`src/rtl/fetch_refill_arbiter_pkg.sv`:
```
// ============================================================================
// Module  : fetch_refill_arbiter_pkg
// Purpose : FSM state type and line-geometry helpers for the refill arbiter.
// Rev     : 1.0
// ============================================================================
`default_nettype none

package fetch_refill_arbiter_pkg;

  typedef enum logic [2:0] {
    S_IDLE    = 3'd0,
    S_REQUEST = 3'd1,
    S_COLLECT = 3'd2,
    S_DELIVER = 3'd3,
    S_DRAIN   = 3'd4
  } state_e;

  // Byte-offset bits inside one line of 32-bit words.
  function automatic int line_off_w(input int line_words);
    return $clog2(line_words * 4);
  endfunction

  function automatic int beat_cnt_w(input int line_words);
    return $clog2(line_words);
  endfunction

endpackage

`default_nettype wire

```
`src/rtl/fetch_refill_arbiter.sv`:
```
// ============================================================================
// Module  : fetch_refill_arbiter
// Purpose : Two-port cache refill arbiter: one line fetch at a time, with flush.
// Rev     : 1.0
// ============================================================================
`default_nettype none

module fetch_refill_arbiter
  import fetch_refill_arbiter_pkg::*;
#(
  parameter int XLEN       = 32,
  parameter int LINE_WORDS = 4
) (
  input  logic                    clock_i,
  input  logic                    reset_i,
  input  logic [1:0]              miss_req_i,
  input  logic [2*XLEN-1:0]       miss_addr_i,
  input  logic                    flush_i,
  output logic                    mem_req_o,
  output logic [XLEN-1:0]         mem_addr_o,
  input  logic                    mem_ack_i,
  input  logic                    mem_data_valid_i,
  input  logic [31:0]             mem_data_i,
  output logic [1:0]              refill_valid_o,
  output logic [XLEN-1:0]         refill_addr_o,
  output logic [32*LINE_WORDS-1:0] refill_line_o,
  output logic                    busy_o
);

  localparam int c_off_w = line_off_w(LINE_WORDS);
  localparam int c_cnt_w = beat_cnt_w(LINE_WORDS);
  localparam logic [c_cnt_w-1:0] c_last_beat = c_cnt_w'(LINE_WORDS - 1);

  state_e                    state_q, state_d;
  logic                      winner_q, winner_d;
  logic                      last_grant_q, last_grant_d;
  logic                      flush_pend_q, flush_pend_d;
  logic [1:0]                served_q, served_d;
  logic [c_cnt_w-1:0]        cnt_q, cnt_d;
  logic [XLEN-1:0]           addr_q, addr_d;
  logic [XLEN-1:0]           raddr_q, raddr_d;
  logic [32*LINE_WORDS-1:0]  buf_q, buf_d;
  logic [32*LINE_WORDS-1:0]  rline_q, rline_d;

  logic [XLEN-1:0]           aligned0, aligned1;
  logic                      win;
  logic                      last_beat;
  logic                      unused_addr_bits;

  assign aligned0  = {miss_addr_i[XLEN-1:c_off_w], {c_off_w{1'b0}}};
  assign aligned1  = {miss_addr_i[2*XLEN-1:XLEN+c_off_w], {c_off_w{1'b0}}};
  assign last_beat = (cnt_q == c_last_beat);
  assign unused_addr_bits = ^{miss_addr_i[c_off_w-1:0], miss_addr_i[XLEN+c_off_w-1:XLEN]};

  always_ff @(posedge clock_i or posedge reset_i) begin
    if (reset_i) begin
      state_q      <= S_IDLE;
      winner_q     <= 1'b0;
      last_grant_q <= 1'b1;
      flush_pend_q <= 1'b0;
      served_q     <= 2'b00;
      cnt_q        <= '0;
      addr_q       <= '0;
      raddr_q      <= '0;
      buf_q        <= '0;
      rline_q      <= '0;
    end else begin
      state_q      <= state_d;
      winner_q     <= winner_d;
      last_grant_q <= last_grant_d;
      flush_pend_q <= flush_pend_d;
      served_q     <= served_d;
      cnt_q        <= cnt_d;
      addr_q       <= addr_d;
      raddr_q      <= raddr_d;
      buf_q        <= buf_d;
      rline_q      <= rline_d;
    end
  end

  always_comb begin
    state_d      = state_q;
    winner_d     = winner_q;
    last_grant_d = last_grant_q;
    flush_pend_d = flush_pend_q;
    served_d     = served_q;
    cnt_d        = cnt_q;
    addr_d       = addr_q;
    raddr_d      = raddr_q;
    buf_d        = buf_q;
    rline_d      = rline_q;
    win          = 1'b0;

    case (state_q)
      S_IDLE: begin
        if (!flush_i && (|miss_req_i)) begin
          // Round-robin only matters when both ports are asking.
          win          = (miss_req_i == 2'b11) ? ~last_grant_q : miss_req_i[1];
          winner_d     = win;
          addr_d       = win ? aligned1 : aligned0;
          served_d     = win ? 2'b10 : 2'b01;
          if ((miss_req_i == 2'b11) && (aligned0 == aligned1)) begin
            served_d = 2'b11;
          end
          cnt_d        = '0;
          flush_pend_d = 1'b0;
          state_d      = S_REQUEST;
        end
      end

      S_REQUEST: begin
        if (flush_i) begin
          flush_pend_d = 1'b1;
        end
        if (mem_ack_i) begin
          state_d = (flush_i || flush_pend_q) ? S_DRAIN : S_COLLECT;
        end
      end

      S_COLLECT: begin
        if (mem_data_valid_i) begin
          buf_d[{cnt_q, 5'b0} +: 32] = mem_data_i;
          if (last_beat) begin
            if (flush_i) begin
              state_d = S_IDLE;
            end else begin
              rline_d = buf_d;
              raddr_d = addr_q;
              state_d = S_DELIVER;
            end
          end else begin
            cnt_d   = cnt_q + 1'b1;
            state_d = flush_i ? S_DRAIN : S_COLLECT;
          end
        end else if (flush_i) begin
          state_d = S_DRAIN;
        end
      end

      S_DELIVER: begin
        last_grant_d = winner_q;
        state_d      = S_IDLE;
      end

      S_DRAIN: begin
        if (mem_data_valid_i) begin
          if (last_beat) begin
            state_d = S_IDLE;
          end else begin
            cnt_d = cnt_q + 1'b1;
          end
        end
      end

      default: state_d = S_IDLE;
    endcase
  end

  assign mem_req_o      = (state_q == S_REQUEST);
  assign mem_addr_o     = addr_q;
  assign refill_valid_o = (state_q == S_DELIVER) ? served_q : 2'b00;
  assign refill_addr_o  = raddr_q;
  assign refill_line_o  = rline_q;
  assign busy_o         = (state_q != S_IDLE);

endmodule

`default_nettype wire

```
`config.mk`:
```
export PLATFORM = sky130hd
export DESIGN_NAME = fetch_refill_arbiter
export DESIGN_NICKNAME = d
export VERILOG_FILES = /design/src/rtl/fetch_refill_arbiter_pkg.sv /design/src/rtl/fetch_refill_arbiter.sv
export SDC_FILE = /design/constraint.sdc
export NUM_CORES = 1
export LEC_CHECK = 0
export ABC_AREA = 1
export CORE_ASPECT_RATIO = 1.1
export CORE_MARGIN = 10
export CORE_UTILIZATION = 53
export DETAILED_ROUTE_END_ITERATION = 6
export PLACE_DENSITY = 0.82
export SYNTH_ARGS = -nofsm -noshare
export SYNTH_HDL_FRONTEND = slang
export SYNTH_SLANG_ARGS = --single-unit
```
`constraint.sdc`:
```
create_clock -name clock_i -period 24.3 [get_ports clock_i]
set_clock_uncertainty 0.15 [all_clocks]
set_input_delay 4.86 -clock clock_i [delete_from_list [all_inputs] [get_ports clock_i]]
set_output_delay 4.86 -clock clock_i [all_outputs]
set_load 0.01 [all_outputs]
```
==> results.txt <==
GP Congestion -> 0.845
Worst EP arrival -> 8.05 ns
Worst-Skew Late Latency -> 0.51 ns
Die H -> 194 um
vias per cell -> 5.27
Clk pwr share -> 30.0%
Setup crit end kind -> flip-flop
total CTS buffers -> 35
Seq/Total Area, Yosys -> 55.5%
Slew Limit Fails -> 0
synth unique cells -> 29
Hold Path Depth -> 2
first-pass GRT wire length -> 68.9 mm
GR Util met3 -> 9.72%
status -> finished, final reports clean
Die X -> 178 um
CTS Root Cell -> clkbuf_16
Max-Slew Margin vs Limit -> 25.6%
final setup TNS -> 0 ns
Worst EP required -> 24.59 ns
fin area -> 18600 um2
met1 usage -> 30.1%
PD cells -> 103 nW/um2
Switching Share -> 33.9%
largest net degree at the start of global routing -> 136
layout cells sized above 1 -> 4.32%
CTS tree -> done
CTS Hold Buffers Added -> 0
Final setup violation count -> 0
Post-Syn Area per Cell -> 8.16 um2
Post-Syn Area -> 14500 um2
RSZ-0062 raised after global routing -> no
final hold vios -> 0
min cycle time layout -> 7.76 ns
hpwl dp -> 29.6 mm
Fmax achieved -> 0.129 GHz
Initial DRC Count -> 1235
hold crit path type -> flip-flop to flip-flop
via count -> 12618
crit path max fanout -> 96
die area -> 34400 um2
maximum vdd drop -> 72.5 uV
main area contributors after synthesis -> dfrtp_1, nand2_1, inv_1, o22ai_1, o21ai_0
CTS resizes -> 0
reg2reg end -> refill_line_o[30]$_DFFE_PP0P_
Routed Antenna Nets -> 0
Top Usage Layer GRT -> met2
Buffers on Ports -> 282
HP Start -> refill_line_o[11]$_DFFE_PP0P_
CTS sink count -> 322
final WL -> 43.5 mm
Worst-path clk slew -> 0.06 ns
number of max-cap violations -> 0
kind of critical path -> primary input to flip-flop
H-tree levels -> 2
Overflow after GRT -> 0
reg2reg setup slack -> 20.60 ns
sequential share of power -> 38.5%
Core Box Area -> 27000 um2
buffer count from post-CTS setup fixing -> 0
Yosys top cell area share -> 55.3%
top-level I/O count -> 299
All-Layer GR Usage -> 24.8%
Layout area overhead -> 28.0%
grt met2 use -> 39.7%
number of synthesized register bits -> 322
1st-pass router iterations -> 5
initial core utilization -> 53.9%
final core utilization -> 69.0%
Tcrit/Tclk final -> 31.9%
initial antenna violation count -> 2
Reg-to-Reg Start -> cnt_q[0]$_DFFE_PP0P_
DRC -> 0
Pleak -> 9.43 nW
Ys Warns -> 0
switching power -> 0.000649 W
worst hold endpoint -> refill_line_o[11]$_DFFE_PP0P_
nets -> 2122
Tightest Pin Transition -> 1.11 ns
Area after DPL -> 17300 um2
WL per Instance -> 18.1 um
site row count -> 63
Worst setup SP type -> primary input
largest area contributor in the netlist -> dfrtp_1
Worst R2R Path Depth -> 6
worst hold slack -> 0.327 ns
Mapped Cells -> 1779
Comb pwr share -> 31.5%
Int Power -> 0.00126 W
clock buffer depth -> 3
vias in the first global route -> 12712
[power groups by stage]
stage,Sequential (W),Clock (W),Combinational [W]
floorplan,0.000744,0,0.000384
global placement,0.000740,0,0.000574
detailed placement,0.000744,0,0.000592
CTS,0.000737,0.000581,0.000599
global route,0.000750,0.000606,0.000670
finish,0.000737,0.000575,0.000602
[per-stage QoR]
stage	total power (W)	instances	setup slack (ns)
after CTS	0.00192	2394	16.53
after detailed placement	0.00134	2333	16.01
after floorplan	0.00113	1786	10.38
final	0.00191	2396	16.54
after global placement	0.00131	2333	16.01
after global routing	0.00203	2396	16.27
[area by class of cell]
class | instances | area (um2)
Multi-Input combinational cell | 1123 | 5010
Timing Repair Buffer | 294 | 2910
Clock buffer | 49 | 1060
Sequential cell | 322 | 8060
Inverter | 237 | 905
Clock inverter | 12 | 193
Antenna cell | 2 | 5.00
Tap cell | 357 | 447
Fill cell | 2130 | 8370
[flip-flops by register name, indices dropped and copies added (netlist names)]
name and count:
refill_addr_o 28, mem_addr_o 28, flush_pend_q 1, winner_q 1
refill_line_o 128, last_grant_q 1, served_q 2, buf_q 128
cnt_q 2, state_q 3
[cell usage after synthesis (all sizes together)]
| library cell | n |
|---|---|
| buf | 66 |
| clkbuf | 38 |
| o21a | 1 |
| nand4 | 4 |
| dfrtp | 321 |
| nor2 | 35 |
| o21ai | 142 |
| inv | 237 |
| conb | 1 |
| a21oi | 3 |
| o22ai | 128 |
| nand2 | 756 |
| dfstp | 1 |
| a31oi | 1 |
| nor3 | 1 |
| nand3 | 10 |
| ha | 6 |
| o221ai | 25 |
| o211ai | 3 |
[worst max-delay path, cell delays in order]
cell,delay (ns)
clkdlybuf4s50_1,0.49
nand2_2,0.11
nor2_4,0.16
nand2_8,0.36
inv_4,0.75
buf_4,0.89
nand2_1,0.19
nand2_1,0.11
[layout by cell type, fill, tap and decap left out, drive strengths merged, types with 8 or more instances in the layout]
master / Yosys / final
o221ai: 25 / 25
nand3: 10 / 10
clkbuf: 38 / 49
o21ai: 142 / 142
o22ai: 128 / 128
conb: 1 / 8
buf: 66 / 12
clkdlybuf4s50: 0 / 282
nor2: 35 / 35
dfrtp: 321 / 321
inv: 237 / 238
nand2: 756 / 756
[routing by layer]
metal / routed length [um] / share of wire (%) / vias up
met5: 0 / 0 / -
met4: 1420 / 3.3 / 0
met3: 5120 / 12 / 80
met2: 20200 / 46 / 516
met1: 16700 / 38 / 5988
li1: - / - / 6034
[how the worst max path moves through the flow]
| stage | startpoint | to | slack [ns] |
|---|---|---|---|
| floorplan | reset_i | buf_q[0]$_DFFE_PP0P_ | 10.38 |
| global placement | mem_data_valid_i | refill_line_o[30]$_DFFE_PP0P_ | 16.01 |
| detailed placement | mem_data_valid_i | refill_line_o[30]$_DFFE_PP0P_ | 16.01 |
| CTS | mem_data_valid_i | refill_line_o[31]$_DFFE_PP0P_ | 16.53 |
| global route | mem_data_valid_i | refill_line_o[31]$_DFFE_PP0P_ | 16.27 |
| finish | mem_data_valid_i | refill_line_o[30]$_DFFE_PP0P_ | 16.54 |
[kinds of logic (layout without fill, tap and decap cells)]
family,count (synthesis),count (layout),share of synthesized area (%)
buffers and inverters,341,592,10.3
adder cells (fa/ha/maj),6,6,0.517
flip-flops,322,322,55.5
AO/OA/AOI/OAI,303,303,12.3
other,1,10,0.0258
AND/OR/NAND/NOR,806,806,21.4
Note: power is estimated with default switching activity, not from simulation.
==> patch 1: new RTL, same settings <==
Reset style: synchronous (`reset_i`), changed in one clocked block.
--- a/src/rtl/fetch_refill_arbiter.sv
+++ b/src/rtl/fetch_refill_arbiter.sv
@@ -52,7 +52,7 @@
   assign last_beat = (cnt_q == c_last_beat);
   assign unused_addr_bits = ^{miss_addr_i[c_off_w-1:0], miss_addr_i[XLEN+c_off_w-1:XLEN]};
 
-  always_ff @(posedge clock_i or posedge reset_i) begin
+  always_ff @(posedge clock_i) begin
     if (reset_i) begin
       state_q      <= S_IDLE;
       winner_q     <= 1'b0;
Formal check against the unedited RTL: differs if reset_i is asserted again (counterexample within 4 cycles, from zero or initial values and one cycle with reset_i high); with reset_i held inactive, the same outputs for 4 cycles.
==> patch 1 against the unedited design <==
Via count is 6.5% higher. Core utilization is 0.33 points higher. Worst setup slack worse by 470 ps. Highest routed layer is now met5. Wire length is 2.9% higher. Area after synthesis is 6.5% lower. Largest cell class unchanged. Design area is 5.8% lower. Sequential cell count stayed put.
Power is not compared: it rests on default switching activity, and its combinational part moved more than twofold at a synthesized area within 25%.
==> patch 1: results (changes against the unedited design) <==
| Metric | Value |
|---|---|
| WHS | 308 ps (-18.6 ps) |
| Synth top cells by count | dfxtp_1 (322), nor2_1 (322), nand2_1 (269) |
| Ys Warns | 0 (unchanged) |
| Worst-path fanout max | 142 (+48%) |
| Total wire length | 44700 um (+2.9%) |
| First-pass GRT wire length | 70200 um (+1.9%) |
| Layout net count | 2206 (+4.0%) |
| R2R Path End | refill_line_o[97]$_SDFFE_PP0P_ |
| Post-CTS Resized | 0 (unchanged) |
| Clk root buf | clkbuf_16 |
| Post CTS Setup Buffer Count | 0 (unchanged) |
| Largest net degree at the start of global routing | 143 (+5.1%) |
| Setup WS pre-CTS | 15560 ps (-445 ps) |
| Initial DRC count | 998 (-19%) |
| Status | completed |
| Reg-to-reg critical path startpoint | state_q[2]$_SDFFE_PP0P_ |
| VDD IR max | between 50 and 60 uV |
| Worst hold path endpoint | last_grant_q$_SDFFE_PP1N_ |
| Asr flop ratio synth | 0% (-100 points) |
| CTS max path bufs | 3 (unchanged) |
| Initial antenna violation count | 3 (+1) |
| Drt pass-1 iters | 5 (unchanged) |
| Synth area leaders | dfxtp_1 (47%), o21ai_0 (9.4%), nor2_1 (8.9%) |
| R2R Setup Slk | 20420 ps (-180 ps) |
| Post-Place Cell Area | 0.0163 sq mm (-5.8%) |
| Fillers | 2097 (-1.5%) |
| Leakage power | approximately 6.7 nW |
| Hold Crit Class | reg2reg |
| GRT Overall Usage | 26.2% (+1.4 points) |
| Critical Path AT | 8510 ps (+460 ps) |
| Seq/Total Area, Yosys | 47.5% (-8.0 points) |
| Pint | 0.949 mW |
| Number of global-route vias before repair | 13200 (+3.5%) |
| R2R depth | 9 (+3) |
| Clock transition at path regs | 60 ps (about the same) |
| Vias per inst | 5.44 (+3.3%) |
| Hpwl dp | 30100 um (+1.7%) |
| # port buffers | 282 (unchanged) |
| Clk_lat worst skew | 510 ps (about the same) |
| EDFF count, synth | 0 (unchanged) |
| Worst-Margin Slew | 1130 ps (+20.7 ps) |
| CTS H-tree lvls | 2 (unchanged) |
| Unique masters post-synth | 33 (+14%) |
| TritonCTS buffer count | 34 (-2.9%) |
| Hold Path Origin | winner_q$_SDFFE_PP0P_ |
| Routability cong. | 0.860 (+1.8%) |
| Layout cells sized above 1 | 4.05% (-0.27 points) |
| Hold path cells | 2 (unchanged) |
-- patch 1: changes by cell type in the layout (fill, tap and decap cells not counted), sizes merged, moves of 27 or more --
cell / change
a21oi: +121
a31oi: +27
nor2: +292
o22ai: -63
a211oi: +38
nand2: -486
o21ai: +179
dfrtp: -321
dfxtp: +322
-- patch 1: area by class of cell --
class | instances | area, sq um | area share [%]
antenna | 2 | 5.00 | 0.0286
clock buffer | 45 | 953 | 5.45
clock inverter | 15 | 229 | 1.31
inverter | 230 | 875 | 5.00
multi-input combinational | 1213 | 5640 | 32.2
sequential | 322 | 6450 | 36.8
tap | 346 | 433 | 2.47
timing repair buffer | 296 | 2920 | 16.7
-- patch 1: cells by family after synthesis --
group | share of synthesized area [%]
DFF | 47.5
xor gates and xnor gates | 0.258
and+or+nand+nor | 17.6
buffers and inverters | 11.3
other | 0.0276
adders and majority gates | 0.553
AOI/OAI and AO/OA | 22.8
-- patch 1: through the flow --
step | power [mW] | instances
2_1_floorplan | 0.666 | 1905
3_3_place_gp | 0.729 | 2407
3_5_place_dp | 0.733 | 2407
4_1_cts | 1.28 | 2467
5_1_grt | 1.32 | 2467
6_report | 1.28 | 2469
-- patch 1: power groups by stage --
stage,sequential (mW),combinational [mW],clock (mW)
floorplan,0.569,0.0972,0
global placement,0.570,0.159,0
detailed placement,0.570,0.163,0
CTS,0.559,0.165,0.559
global route,0.561,0.182,0.581
finish,0.559,0.166,0.553
-- patch 1: worst max path at each step --
stage	endpoint	from	cells after the start	slack [ps]
global placement	refill_line_o[91]$_SDFFE_PP0P_	mem_data_valid_i	9	15680
finish	refill_line_o[97]$_SDFFE_PP0P_	mem_data_valid_i	9	16080
global route	refill_line_o[77]$_SDFFE_PP0P_	mem_data_valid_i	9	15720
CTS	refill_line_o[97]$_SDFFE_PP0P_	mem_data_valid_i	9	16070
floorplan	mem_addr_o[25]$_SDFFE_PP0P_	miss_req_i[1]	7	18200
detailed placement	refill_line_o[92]$_SDFFE_PP0P_	mem_data_valid_i	9	15560
-- patch 1: critical path, cell delays in order --
cell and delay [ps]:
clkdlybuf4s50_1 450, inv_1 100, nor2_4 110, buf_4 460
nand3_4 480, inv_6 880, buf_4 710, o21ai_0 190
a21oi_1 170
-- patch 1: routing by layer --
layer	global-route usage, %	vias to the layer above	wire length, um
li1	-	6523	-
met1	29.0	6201	16800
met2	43.3	586	20800
met3	10.0	120	4890
met4	12.8	2	2240
met5	0	-	9
==> patch 2: new RTL, config.mk and constraints unchanged <==
Without the edit above. Set the parameter `XLEN` to 16 (it was 32).
--- a/src/rtl/fetch_refill_arbiter.sv
+++ b/src/rtl/fetch_refill_arbiter.sv
@@ -8,7 +8,7 @@
 module fetch_refill_arbiter
   import fetch_refill_arbiter_pkg::*;
 #(
-  parameter int XLEN       = 32,
+  parameter int XLEN       = 16,
   parameter int LINE_WORDS = 4
 ) (
   input  logic                    clock_i,
Ports: changed (resized mem_addr_o, miss_addr_i and refill_addr_o); port bits go from 299 to 235. The function was not compared with the original's and may differ.
==> patch 2 against the unedited design <==
Non-clock buffer count shrank 63. Register-to-register slack gained 420 ps. Wire length shrank 19%. Power shrank 17%. Sequential cell count shrank 32. First-iteration DRC count shrank 29%. Design area shrank 14%. Synthesized cell count shrank 12%. Area after synthesis shrank 12%. Worst setup slack gained 270 ps.
==> patch 2: results (changes against the unedited design) <==
| Metric | Value |
|---|---|
| Grt met2 use | 36.2% (-3.4 points) |
| Unique masters post-synth | 28 (-3.4%) |
| Synth top cells by count | nand2_1 (638), dfrtp_1 (289), inv_1 (199) |
| Worst-path fanout max | 94 (-2.1%) |
| Synth area leaders | dfrtp_1 (56%), nand2_1 (19%), o22ai_1 (6.0%) |
| Clk_lat worst skew | 540 ps (+30 ps) |
| Initial antenna violation count | 3 (+1) |
| Hold Path Origin | refill_line_o[20]$_DFFE_PP0P_ |
| Hpwl dp | 23400 um (-21%) |
| Max layer used | met4 |
| R2R Setup Slk | 21020 ps (+420 ps) |
| Hold Crit Class | reg2reg |
| Ys Warns | 0 (unchanged) |
| Seq pwr share | 41.6% (+3.1 points) |
| M3 GR Usage | 7.19% (-2.5 points) |
| Drt pass-1 iters | 6 (+1) |
| Status | completed |
| Delay-heaviest family, CP | buffers and inverters |
| GRT Overall Usage | 22.5% (-2.3 points) |
| Leakage power | 7.92 nW (-16%) |
| First-pass GRT wire length | 57800 um (-16%) |
| Sw Ratio | 32.7% (-1.2 points) |
| Layout net count | 1819 (-14%) |
| Largest family of logic cells by synthesized area | simple AND/OR/NAND/NOR gates |
| R2R Path End | refill_line_o[97]$_DFFE_PP0P_ |
| Max cap viols | 0 (unchanged) |
| Initial DRC count | 872 (-29%) |
| Crit-path max cell delay | 730 ps (-160 ps) |
| Post-synthesis adder-cell area fraction | 0.586% (+0.069 points) |
| # port buffers | 218 (-23%) |
| Routability cong. | 0.816 (-3.4%) |
| Clock transition at path regs | 60 ps (about the same) |
| Met3 routed WL | 3500 um (-32%) |
| Clk root buf | clkbuf_16 |
| Reg-to-reg critical path startpoint | cnt_q[0]$_DFFE_PP0P_ |
| Clk pwr share | 29.0% (-1.0 points) |
| R2R depth | 7 (+1) |
| Worst-Margin Slew | 1150 ps (+33.9 ps) |
| VDD IR max | 55.9 uV (-23%) |
| Seq/Total Area, Yosys | 56.6% (+1.1 points) |
| Critical Path AT | 7720 ps (-330 ps) |
| Hold path cells | 2 (unchanged) |
| Routed via count | 11000 (-12%) |
| Layout cells sized above 1 | 4.32% (-0.0043 points) |
| Slowest cell on crit path | nor2_4 |
| Met2 WL | 16800 um (-17%) |
| Asr flop ratio synth | 100% (unchanged) |
| Routed met1 length | 14000 um (-16%) |
| Met1 usage | 28.3% (-1.8 points) |
| Compound-Gate Fraction of Synth Area | 12.9% (+0.62 points) |
| Largest net degree at the start of global routing | 170 (+25%) |
| TritonCTS buffer count | 29 (-17%) |
| Total wire length | 35300 um (-19%) |
| Worst hold path endpoint | refill_line_o[20]$_DFFE_PP0P_ |
| Gate Count Post-Synth | 1571 (-12%) |
| CTS H-tree lvls | 1 (-1) |
| CTS max path bufs | 3 (unchanged) |
| Xor and xnor area share after synthesis | 0.137% (+0.14 points) |
patch 2: worst reg2reg max path: cells and delay by family, from the launching register on:
| kind | cells | cell delay, ps |
|---|---|---|
| buffers and inverters | 3 | 1130 |
| and+or+nand+nor | 2 | 930 |
| DFF | 1 | 600 |
| adders and majority gates | 1 | 230 |
| AOI/OAI and AO/OA | 1 | 80 |
patch 2: logic make-up after synthesis:
logic type | Yosys count
fa+ha+maj | 6
xor+xnor | 2
buf+inv | 301
compound gates | 293
flops | 290
simple gates | 678
other cells | 1
patch 2: how the worst max path moves through the flow:
stage                                     end  slack, ps  depth (start not counted)
6_report        refill_line_o[97]$_DFFE_PP0P_      16810                          9
5_1_grt                 buf_q[17]$_DFFE_PP0P_      16570                          6
4_1_cts         refill_line_o[97]$_DFFE_PP0P_      16820                          9
3_3_place_gp    refill_line_o[97]$_DFFE_PP0P_      16320                          9
3_5_place_dp   refill_line_o[102]$_DFFE_PP0P_      16260                          9
2_1_floorplan            buf_q[0]$_DFFE_PP0P_      11290                          1
patch 2: per-stage QoR:
| step | cells | power, mW | area (sq um) | setup slack, ps | hold WS (ps) |
|---|---|---|---|---|---|
| detailed placement | 2016 | 1.13 | 15100 | 16260 | 307 |
| floorplan | 1578 | 0.977 | 12800 | 11290 | 303 |
| global route | 2069 | 1.69 | 16100 | 16570 | 345 |
| global placement | 2016 | 1.11 | 15100 | 16320 | 303 |
| finish | 2069 | 1.59 | 16100 | 16810 | 318 |
| CTS | 2066 | 1.60 | 16100 | 16820 | 323 |
patch 2: area by class of cell:
class | count | area, sq um
timing repair buffer | 231 | 2290
clock inverter | 12 | 139
fill | 1895 | 7700
clock buffer | 38 | 850
multi-input combinational | 987 | 4370
antenna | 3 | 7.51
tap | 305 | 382
inverter | 203 | 772
sequential | 290 | 7260
